File: src/rtl/tran_sched.sv
// tran_sched: two-requester frame scheduler in front of a byte/nibble packer.
// Grants one requester per frame (round-robin) and streams its items to the
// packer with one cycle of latency. An odd nibble count is padded to a whole
// byte, and a status pulse is issued at the end of each frame.
module tran_sched #(
    parameter int MAX_ITEMS = 64
) (
    input  logic       clk,
    input  logic       reset_n,
    input  logic       valid0,
    input  logic       valid1,
    input  logic       byte0,
    input  logic       byte1,
    input  logic [7:0] data0,
    input  logic [7:0] data1,
    input  logic       last0,
    input  logic       last1,
    output logic       ready0,
    output logic       ready1,
    output logic       tx_start,
    output logic       tx_byte,
    output logic [7:0] tx_data,
    output logic [1:0] grant,
    output logic       frame_done,
    output logic       frame_id,
    output logic       frame_err,
    output logic [7:0] frame_bytes
);

    // Item count at which a frame is forcibly closed (zero-based index).
    localparam logic [7:0] LAST_IDX = 8'(MAX_ITEMS - 1);

    typedef enum logic [1:0] {
        IDLE   = 2'd0,
        STREAM = 2'd1,
        PAD    = 2'd2,
        GAP    = 2'd3
    } state_t;

    state_t     state_q;
    logic       owner_q;        // requester index that owns the current frame
    logic       prefer1_q;      // round-robin pointer: 1 = requester 1 wins a tie
    logic       parity_q;       // odd number of nibble items so far
    logic       err_pend_q;     // error to report after the pad cycle
    logic [7:0] cnt_q;          // accepted items in this frame
    logic [8:0] units_q;        // half-byte units in this frame, saturating
    logic       tx_start_q;
    logic       tx_byte_q;
    logic [7:0] tx_data_q;
    logic [1:0] grant_q;
    logic       frame_done_q;
    logic       frame_id_q;
    logic       frame_err_q;
    logic [7:0] frame_bytes_q;

    logic       sel_valid_d;
    logic       sel_byte_d;
    logic       sel_last_d;
    logic [7:0] sel_data_d;
    logic       pick1_d;
    logic       parity_d;
    logic       end_frame_d;
    logic [8:0] units_item_d;
    logic [8:0] units_pad_d;

    function automatic logic [8:0] sat_add(input logic [8:0] u, input logic [1:0] inc);
        logic [9:0] sum;
        sum = {1'b0, u} + {8'd0, inc};
        return sum[9] ? 9'd511 : sum[8:0];
    endfunction

    // Select the owner's inputs and precompute the effect of accepting an item.
    always_comb begin
        sel_valid_d  = owner_q ? valid1 : valid0;
        sel_byte_d   = owner_q ? byte1  : byte0;
        sel_last_d   = owner_q ? last1  : last0;
        sel_data_d   = owner_q ? data1  : data0;
        pick1_d      = valid1 & (~valid0 | prefer1_q);
        parity_d     = parity_q ^ ~sel_byte_d;
        units_item_d = sat_add(units_q, sel_byte_d ? 2'd2 : 2'd1);
        units_pad_d  = sat_add(units_q, 2'd1);
        end_frame_d  = sel_last_d | (cnt_q == LAST_IDX);
    end

    // Frame FSM with all packer drive and status outputs registered.
    always_ff @(posedge clk or negedge reset_n) begin
        if (!reset_n) begin
            state_q       <= IDLE;
            owner_q       <= 1'b0;
            prefer1_q     <= 1'b0;
            parity_q      <= 1'b0;
            err_pend_q    <= 1'b0;
            cnt_q         <= 8'd0;
            units_q       <= 9'd0;
            tx_start_q    <= 1'b0;
            tx_byte_q     <= 1'b0;
            tx_data_q     <= 8'h00;
            grant_q       <= 2'b00;
            frame_done_q  <= 1'b0;
            frame_id_q    <= 1'b0;
            frame_err_q   <= 1'b0;
            frame_bytes_q <= 8'h00;
        end else begin
            frame_done_q <= 1'b0;
            case (state_q)
                IDLE: begin
                    if (valid0 || valid1) begin
                        owner_q    <= pick1_d;
                        prefer1_q  <= ~pick1_d;
                        grant_q    <= pick1_d ? 2'b10 : 2'b01;
                        parity_q   <= 1'b0;
                        err_pend_q <= 1'b0;
                        cnt_q      <= 8'd0;
                        units_q    <= 9'd0;
                        state_q    <= STREAM;
                    end
                end
                STREAM: begin
                    if (sel_valid_d) begin
                        tx_start_q <= 1'b1;
                        tx_byte_q  <= sel_byte_d;
                        tx_data_q  <= sel_data_d;
                        parity_q   <= parity_d;
                        units_q    <= units_item_d;
                        cnt_q      <= cnt_q + 8'd1;
                        if (end_frame_d) begin
                            if (parity_d) begin
                                err_pend_q <= ~sel_last_d;
                                state_q    <= PAD;
                            end else begin
                                frame_done_q  <= 1'b1;
                                frame_id_q    <= owner_q;
                                frame_err_q   <= ~sel_last_d;
                                frame_bytes_q <= units_item_d[8:1];
                                state_q       <= GAP;
                            end
                        end
                    end else begin
                        // Bubble: close the frame at once, padding if a nibble is dangling.
                        frame_done_q <= 1'b1;
                        frame_id_q   <= owner_q;
                        frame_err_q  <= 1'b1;
                        tx_byte_q    <= 1'b0;
                        tx_data_q    <= 8'h00;
                        if (parity_q) begin
                            tx_start_q    <= 1'b1;
                            units_q       <= units_pad_d;
                            frame_bytes_q <= units_pad_d[8:1];
                        end else begin
                            tx_start_q    <= 1'b0;
                            frame_bytes_q <= units_q[8:1];
                        end
                        state_q <= GAP;
                    end
                end
                PAD: begin
                    tx_start_q    <= 1'b1;
                    tx_byte_q     <= 1'b0;
                    tx_data_q     <= 8'h00;
                    units_q       <= units_pad_d;
                    frame_done_q  <= 1'b1;
                    frame_id_q    <= owner_q;
                    frame_err_q   <= err_pend_q;
                    frame_bytes_q <= units_pad_d[8:1];
                    state_q       <= GAP;
                end
                GAP: begin
                    tx_start_q <= 1'b0;
                    tx_byte_q  <= 1'b0;
                    tx_data_q  <= 8'h00;
                    grant_q    <= 2'b00;
                    state_q    <= IDLE;
                end
                default: state_q <= IDLE;
            endcase
        end
    end

    assign ready0      = (state_q == STREAM) & grant_q[0];
    assign ready1      = (state_q == STREAM) & grant_q[1];
    assign tx_start    = tx_start_q;
    assign tx_byte     = tx_byte_q;
    assign tx_data     = tx_data_q;
    assign grant       = grant_q;
    assign frame_done  = frame_done_q;
    assign frame_id    = frame_id_q;
    assign frame_err   = frame_err_q;
    assign frame_bytes = frame_bytes_q;

endmodule

File: config.mk
export PLATFORM = sky130hd
export DESIGN_NAME = tran_sched
export DESIGN_NICKNAME = d
export VERILOG_FILES = /design/src/rtl/tran_sched.sv
export SDC_FILE = /design/constraint.sdc
export NUM_CORES = 1
export LEC_CHECK = 0
export CELL_PAD_IN_SITES_DETAIL_PLACEMENT = 2
export CELL_PAD_IN_SITES_GLOBAL_PLACEMENT = 2
export CORE_AREA = 2 2 70 138
export DETAILED_ROUTE_END_ITERATION = 7
export DIE_AREA = 0 0 72 140
export GPL_TIMING_DRIVEN = 0
export HOLD_SLACK_MARGIN = 0.03
export PLACE_DENSITY_LB_ADDON = 0.1
export SLEW_MARGIN = 10
export SYNTH_ARGS = -nofsm -noshare
export SYNTH_HDL_FRONTEND = slang
export SYNTH_SLANG_ARGS = --single-unit
File: constraint.sdc
create_clock -name clk -period 6.8 [get_ports clk]
set_input_delay 1.36 -clock clk [delete_from_list [all_inputs] [get_ports clk]]
set_output_delay 1.36 -clock clk [all_outputs]
set_load 0.005 [all_outputs]
==> results of run 1 <==
-- cells in the final DEF (no fill, tap or decap), types with 13 or more instances in the layout --
cell	netlist	routed
nor3_1	13	13
dfrtp_1	46	46
buf_2	13	14
nor2_1	25	25
a21oi_1	22	22
clkdlybuf4s50_1	0	45
mux2i_1	17	17
nand2_1	37	37
inv_1	14	14
o21ai_0	25	25
-- per-stage QoR --
| stage | setup WS, ns | utilization (%) | total power, uW | cell area (um^2) | cells |
|---|---|---|---|---|---|
| 3_5_place_dp | 2.518 | 40.82 | 1277 | 3679 | 496 |
| 2_1_floorplan | 3.421 | - | 908.9 | 3075 | 347 |
| 5_1_grt | 2.637 | 42.45 | 1628 | 3826 | 504 |
| 3_3_place_gp | 2.547 | 40.65 | 1244 | 3664 | 495 |
| 4_1_cts | 2.830 | 42.45 | 1542 | 3826 | 504 |
| 6_report | 2.861 | 42.45 | 1518 | 3826 | 504 |
-- worst max-delay path, cell delays in order --
cell	delay, ns
clkdlybuf4s50_1	0.44
mux2i_4	0.29
ha_1	0.26
inv_1	0.07
fa_1	0.48
nand4b_1	0.38
nor3_1	0.23
nand2_1	0.09
a31o_2	0.26
mux2_2	0.26
-- synthesized netlist by cell type (6+ instances only) --
cell type	instances	area (um^2)
a21oi_1	22	110.1
a31oi_1	6	37.54
buf_2	13	65.06
clkbuf_1	8	30.03
dfrtp_1	46	1151
ha_1	9	112.6
inv_1	14	52.55
mux2_2	9	101.4
mux2i_1	17	170.2
nand2_1	37	138.9
nand3_1	7	35.03
nor2_1	25	93.84
nor3_1	13	65.06
o21ai_0	25	125.1
o21ai_1	6	30.03
o31ai_1	9	67.56
xnor2_1	7	61.31
-- sequential cells by signal, indices dropped and copies added (netlist names) --
signal / count
cnt_q: 8
err_pend_q: 1
frame_bytes: 8
frame_done: 1
frame_err: 1
frame_id: 1
grant: 2
owner_q: 1
parity_q: 1
prefer1_q: 1
state_q: 2
tx_byte: 1
tx_data: 8
tx_start: 1
units_q: 9
-- cell families after synthesis --
| family | count (synthesis) | share of synthesized area [%] |
|---|---|---|
| and+or+nand+nor | 114 | 18.47 |
| muxes | 28 | 10.05 |
| adders and majority gates | 10 | 4.313 |
| buffers and inverters | 38 | 5.655 |
| AOI/OAI and AO/OA | 101 | 20.99 |
| DFF | 46 | 37.43 |
| xor gates and xnor gates | 10 | 3.092 |
-- power by group --
group	leakage (uW)	switching [uW]	internal, uW
clock	0.0000739	111	146
sequential	0.000609	67.5	354
combinational	0.000892	505	335
total	0.00157	683	835
-- layout make-up --
class | count | area, um^2
Clock buffer | 7 | 142.6
Sequential cell | 46 | 1151
Timing Repair Buffer | 47 | 475.5
Tap cell | 102 | 127.6
Buffer | 24 | 121.4
Fill cell | 1033 | 5186
Inverter | 14 | 52.55
Multi-Input combinational cell | 263 | 1750
Clock inverter | 1 | 5.005
-- worst min-delay path by stage --
stage	end	slack, ns	cells after the start
finish	tx_data[2]	0.49	2
global route	prefer1_q	0.53	1
CTS	tx_data[6]	0.49	2
detailed placement	tx_data[6]	0.47	2
global placement	tx_data[1]	0.47	2
floorplan	prefer1_q	0.46	1
-- layer usage --
layer,share of wire (%),routed length [um]
met5,0,0
met1,36,3966
met4,4.4,482
met3,2.2,239
met2,57,6310
==> flow_summary.toml, run 1 <==
[die]
rows = 49
die_y_um = 140
io_pins = 49
start_util_pct = 34.12
fp.dieArea_um2 = 10080
core_area_um2 = 9012
die_w_um = 72

[setup_path]
cp_max_fo = 6
ff2ff_setup_slack_ns = 3.81
timing.rr.start = "owner_q"
end_kind = "flip-flop"
worstSetupStartpointType = "primary input"
crit_required_ns = 6.98
crit_end = "frame_bytes[5]"
critPathLaunch = "byte0"
critical_path_class = "in -> reg"
reg2reg_to = "frame_bytes[5]"
worst_r2r_path_depth = 10
cp.arrival_ns = 4.12

[global_route]
grt_pass1_vias = 3206
busiest_layer = "met2"
grt_max_degree = 30
globalRouteMet3Util_pct = 2.590
grt_overflow = 0
gr-usage-met2_pct = 44.59
groute.usage.overall_pct = 23.20
antenna_found_initial = 0
grtUsageMet1_pct = 23.39
grt_pass1_wl_um = 17680

[logic_synthesis]
ys_ff_latch = 46
ys_seq_area_share_pct = 37.43
synth_cell_types = 60
avgSynthCellArea_um2 = 8.863
synth_nets = 381
synth_warnings = 0
synthCells = 347
synth_edf_count = 0
ys.flop_type = "dfrtp_1"
async_reset_ff_share_pct = 100.0
synth_area_um2 = 3075

[power]
leakage_uw = 0.001575
max-vdd-ir-drop_v = 0.0001440
p_per_area_nw_per_um2 = 396.8

[clock_tree]
clkSinkCount = 46
holdBufCountCts = 0
h-tree-depth = 2
path_clk_slew_ns = 0.07
cts_resized = 0
post_cts_buffers = 0
cts_made_buffers = 5
clock_latency_ns = 0.29
cts_buffer_depth = 2
cts_root_buf = "clkbuf_16"
cts_tree = "yes"

[routing]
viasPerCell = 5.782
drtIter0Drc = 130
vias = 2914
routed_wl_um = 11000
wire_per_inst_um = 21.82
antenna_left = 0
drc_errors = 0
drtPass1Iterations = 4

[placed_design]
io_buffers = 46
gp_congestion = 0.8993
dpl.hpwl_um = 8480

[min_path]
min_path_type = "reg -> reg"
hp-start = "tx_data[2]"

[timing]
hold_viol = 0
skew_ns = 0.006427
fin_crit_sh_pct = 57.93
period_minus_slack_ns = 3.939
tightest_slew_ns = 1.023
max_freq_ghz = 0.2539
setup_violations = 0
rsz0062_at_grt = "no"
relSlewSlack_pct = 31.28
fin_tns_setup_ns = 0
drv_slew = 0
whs_ns = 0.4869

[finish]
area_growth_pct = 24.41
nets = 435
drive_gt1_share_pct = 10.70
antenna_cells = 0

[outcome]
status = "completed"

[run]
max_cap_violations = 0
Note: power is estimated with default switching activity, not from simulation.
==> inputs of run 2 (changes only) <==
--- a/config.mk
+++ b/config.mk
@@ -7,9 +7,9 @@
 export LEC_CHECK = 0
 export CELL_PAD_IN_SITES_DETAIL_PLACEMENT = 2
 export CELL_PAD_IN_SITES_GLOBAL_PLACEMENT = 2
-export CORE_AREA = 2 2 70 138
+export CORE_AREA = 2 2 72 142
 export DETAILED_ROUTE_END_ITERATION = 7
-export DIE_AREA = 0 0 72 140
+export DIE_AREA = 0 0 74 144
 export GPL_TIMING_DRIVEN = 0
 export HOLD_SLACK_MARGIN = 0.03
 export PLACE_DENSITY_LB_ADDON = 0.1
==> constraint.sdc (replaced) <==
create_clock -name clk -period 3.83 [get_ports clk]
set_input_delay 0.766 -clock clk [delete_from_list [all_inputs] [get_ports clk]]
set_output_delay 0.766 -clock clk [all_outputs]
set_load 0.005 [all_outputs]
==> flow_summary.toml, run 2 (synthesis results as in run 1) <==
[global_route]
grt_pass1_vias = 3251
groute.usage.overall_pct = 22.43
grt_max_degree = 28
grt_pass1_wl_um = 17860
antenna_found_initial = 0
grt_overflow = 0

[power]
p_seq_share_pct = 27.7
p_switching_uw = 1217
leakage_uw = 0.001575
p_per_area_nw_per_um2 = 698.2
switching_share_pct = 45.10
power.share.clock_pct = 16.8
max-vdd-ir-drop_v = 0.0002265
combPwrFrac_pct = 55.5
internal_power_uw = 1481

[finish]
drive_gt1_share_pct = 10.70
largest_reg_flops = 9
layout_common_cells = "46 x dfrtp_1, 45 x clkdlybuf4s50_1, 37 x nand2_1"
antenna_cells = 0
area_growth_pct = 25.63
nFillCells = 1091
final_common_cell = "dfrtp_1"
largest_register = "units_q"
nets = 435

[routing]
routed_wl_um = 11180
wire_per_inst_um = 20.94
drtPass1Iterations = 4
viasPerCell = 5.404
drtIter0Drc = 98
vias = 2886
antenna_left = 0
drc_errors = 0

[timing]
hold_viol = 0
fin_tns_setup_ns = 0
drv_slew = 0
max_freq_ghz = 0.2972
tightest_slew_ns = 1.022
setup_violations = 0
whs_ns = 0.4416
period_minus_slack_ns = 3.365
fin_crit_sh_pct = 87.86
relSlewSlack_pct = 31.34
rsz0062_at_grt = "no"
skew_ns = 0.004024

[die]
die_y_um = 144
io_pins = 49
fp.dieArea_um2 = 10660
core_area_um2 = 9635
die_w_um = 74
start_util_pct = 31.92
rows = 51

[run]
max_cap_violations = 0

[clock_tree]
cts_buffer_depth = 2
cts_resized = 0
h-tree-depth = 2
clkSinkCount = 46
post_cts_buffers = 0
cts_tree = "yes"
clock_latency_ns = 0.29
path_clk_slew_ns = 0.07
cts_made_buffers = 5
cts_root_buf = "clkbuf_16"
holdBufCountCts = 0

[setup_path]
crit_family = "adder cells"
crit_required_ns = 4.01
slowest_delay_ns = 0.48
cp.arrival_ns = 3.54
worstSetupStartpointType = "primary input"
timing.rr.start = "owner_q"
cp_max_fo = 6
critPathSlowestCell = "fa_1"
critPathLaunch = "byte0"
end_kind = "flip-flop"
cp_cell_sequence = "clkdlybuf4s50_1 > mux2i_4 > ha_1 > inv_1 > fa_1 > nand4b_1 > nor3_1 > nand2_1 > a31o_2 > mux2_2"
critical_path_class = "in -> reg"
crit_buf_inv = 2

[placed_design]
dpl.hpwl_um = 8690
gp_congestion = 0.8420
io_buffers = 46

[outcome]
status = "completed"

[min_path]
min_path_type = "in -> async"
==> run 2: metrics by stage <==
| step | util (%) | power (uW) | setup WS [ns] | instances | instance area [um^2] |
|---|---|---|---|---|---|
| after floorplan | - | 1614 | 1.045 | 347 | 3075 |
| final | 40.10 | 2698 | 0.4648 | 534 | 3864 |
| after CTS | 40.10 | 2748 | 0.4331 | 534 | 3864 |
| after global routing | 40.10 | 2898 | 0.2364 | 534 | 3864 |
| after global placement | 38.41 | 2220 | 0.1629 | 525 | 3701 |
| after detailed placement | 38.57 | 2274 | 0.1361 | 526 | 3716 |
==> run 2: per-layer routing <==
metal / up-vias / global-route usage, % / part of all wire, % / routed length, um
met5: - / 0 / 0 / 0
met4: 0 / 11.29 / 4.4 / 488
met3: 23 / 2.648 / 2.1 / 232
met2: 47 / 43.33 / 58 / 6492
met1: 1454 / 22.35 / 35 / 3969
li1: 1362 / - / - / -
==> run 2: cell type report <==
class / instances / area (um^2) / area share, %
repair buffers: 47 / 475.5 / 12.31
plain buffers: 24 / 121.4 / 3.141
inverters: 14 / 52.55 / 1.360
clock buffers: 7 / 142.6 / 3.692
clock inverters: 1 / 5.005 / 0.1295
multi-input cells: 263 / 1750 / 45.30
flip-flops and latches: 46 / 1151 / 29.79
well taps: 132 / 165.2 / 4.275
==> run 2: power groups by stage <==
stage	Clock, uW	Sequential, uW	Combinational (uW)
detailed placement	0	756	1520
CTS	471	748	1530
finish	454	747	1500
floorplan	0	735	879
global placement	0	746	1470
global route	484	768	1650
==> run 2: worst paths after layout <==
path,to,slack (ns),cells past startpoint
worst max-delay path,frame_bytes[5],0.46,10
worst min-delay path,tx_data[7],0.44,1
worst max register to register,frame_bytes[5],0.82,10
worst min register to register,tx_start,0.49,2
max in group asynchronous,err_pend_q,2.85,2
min in group clk,tx_start,0.49,2
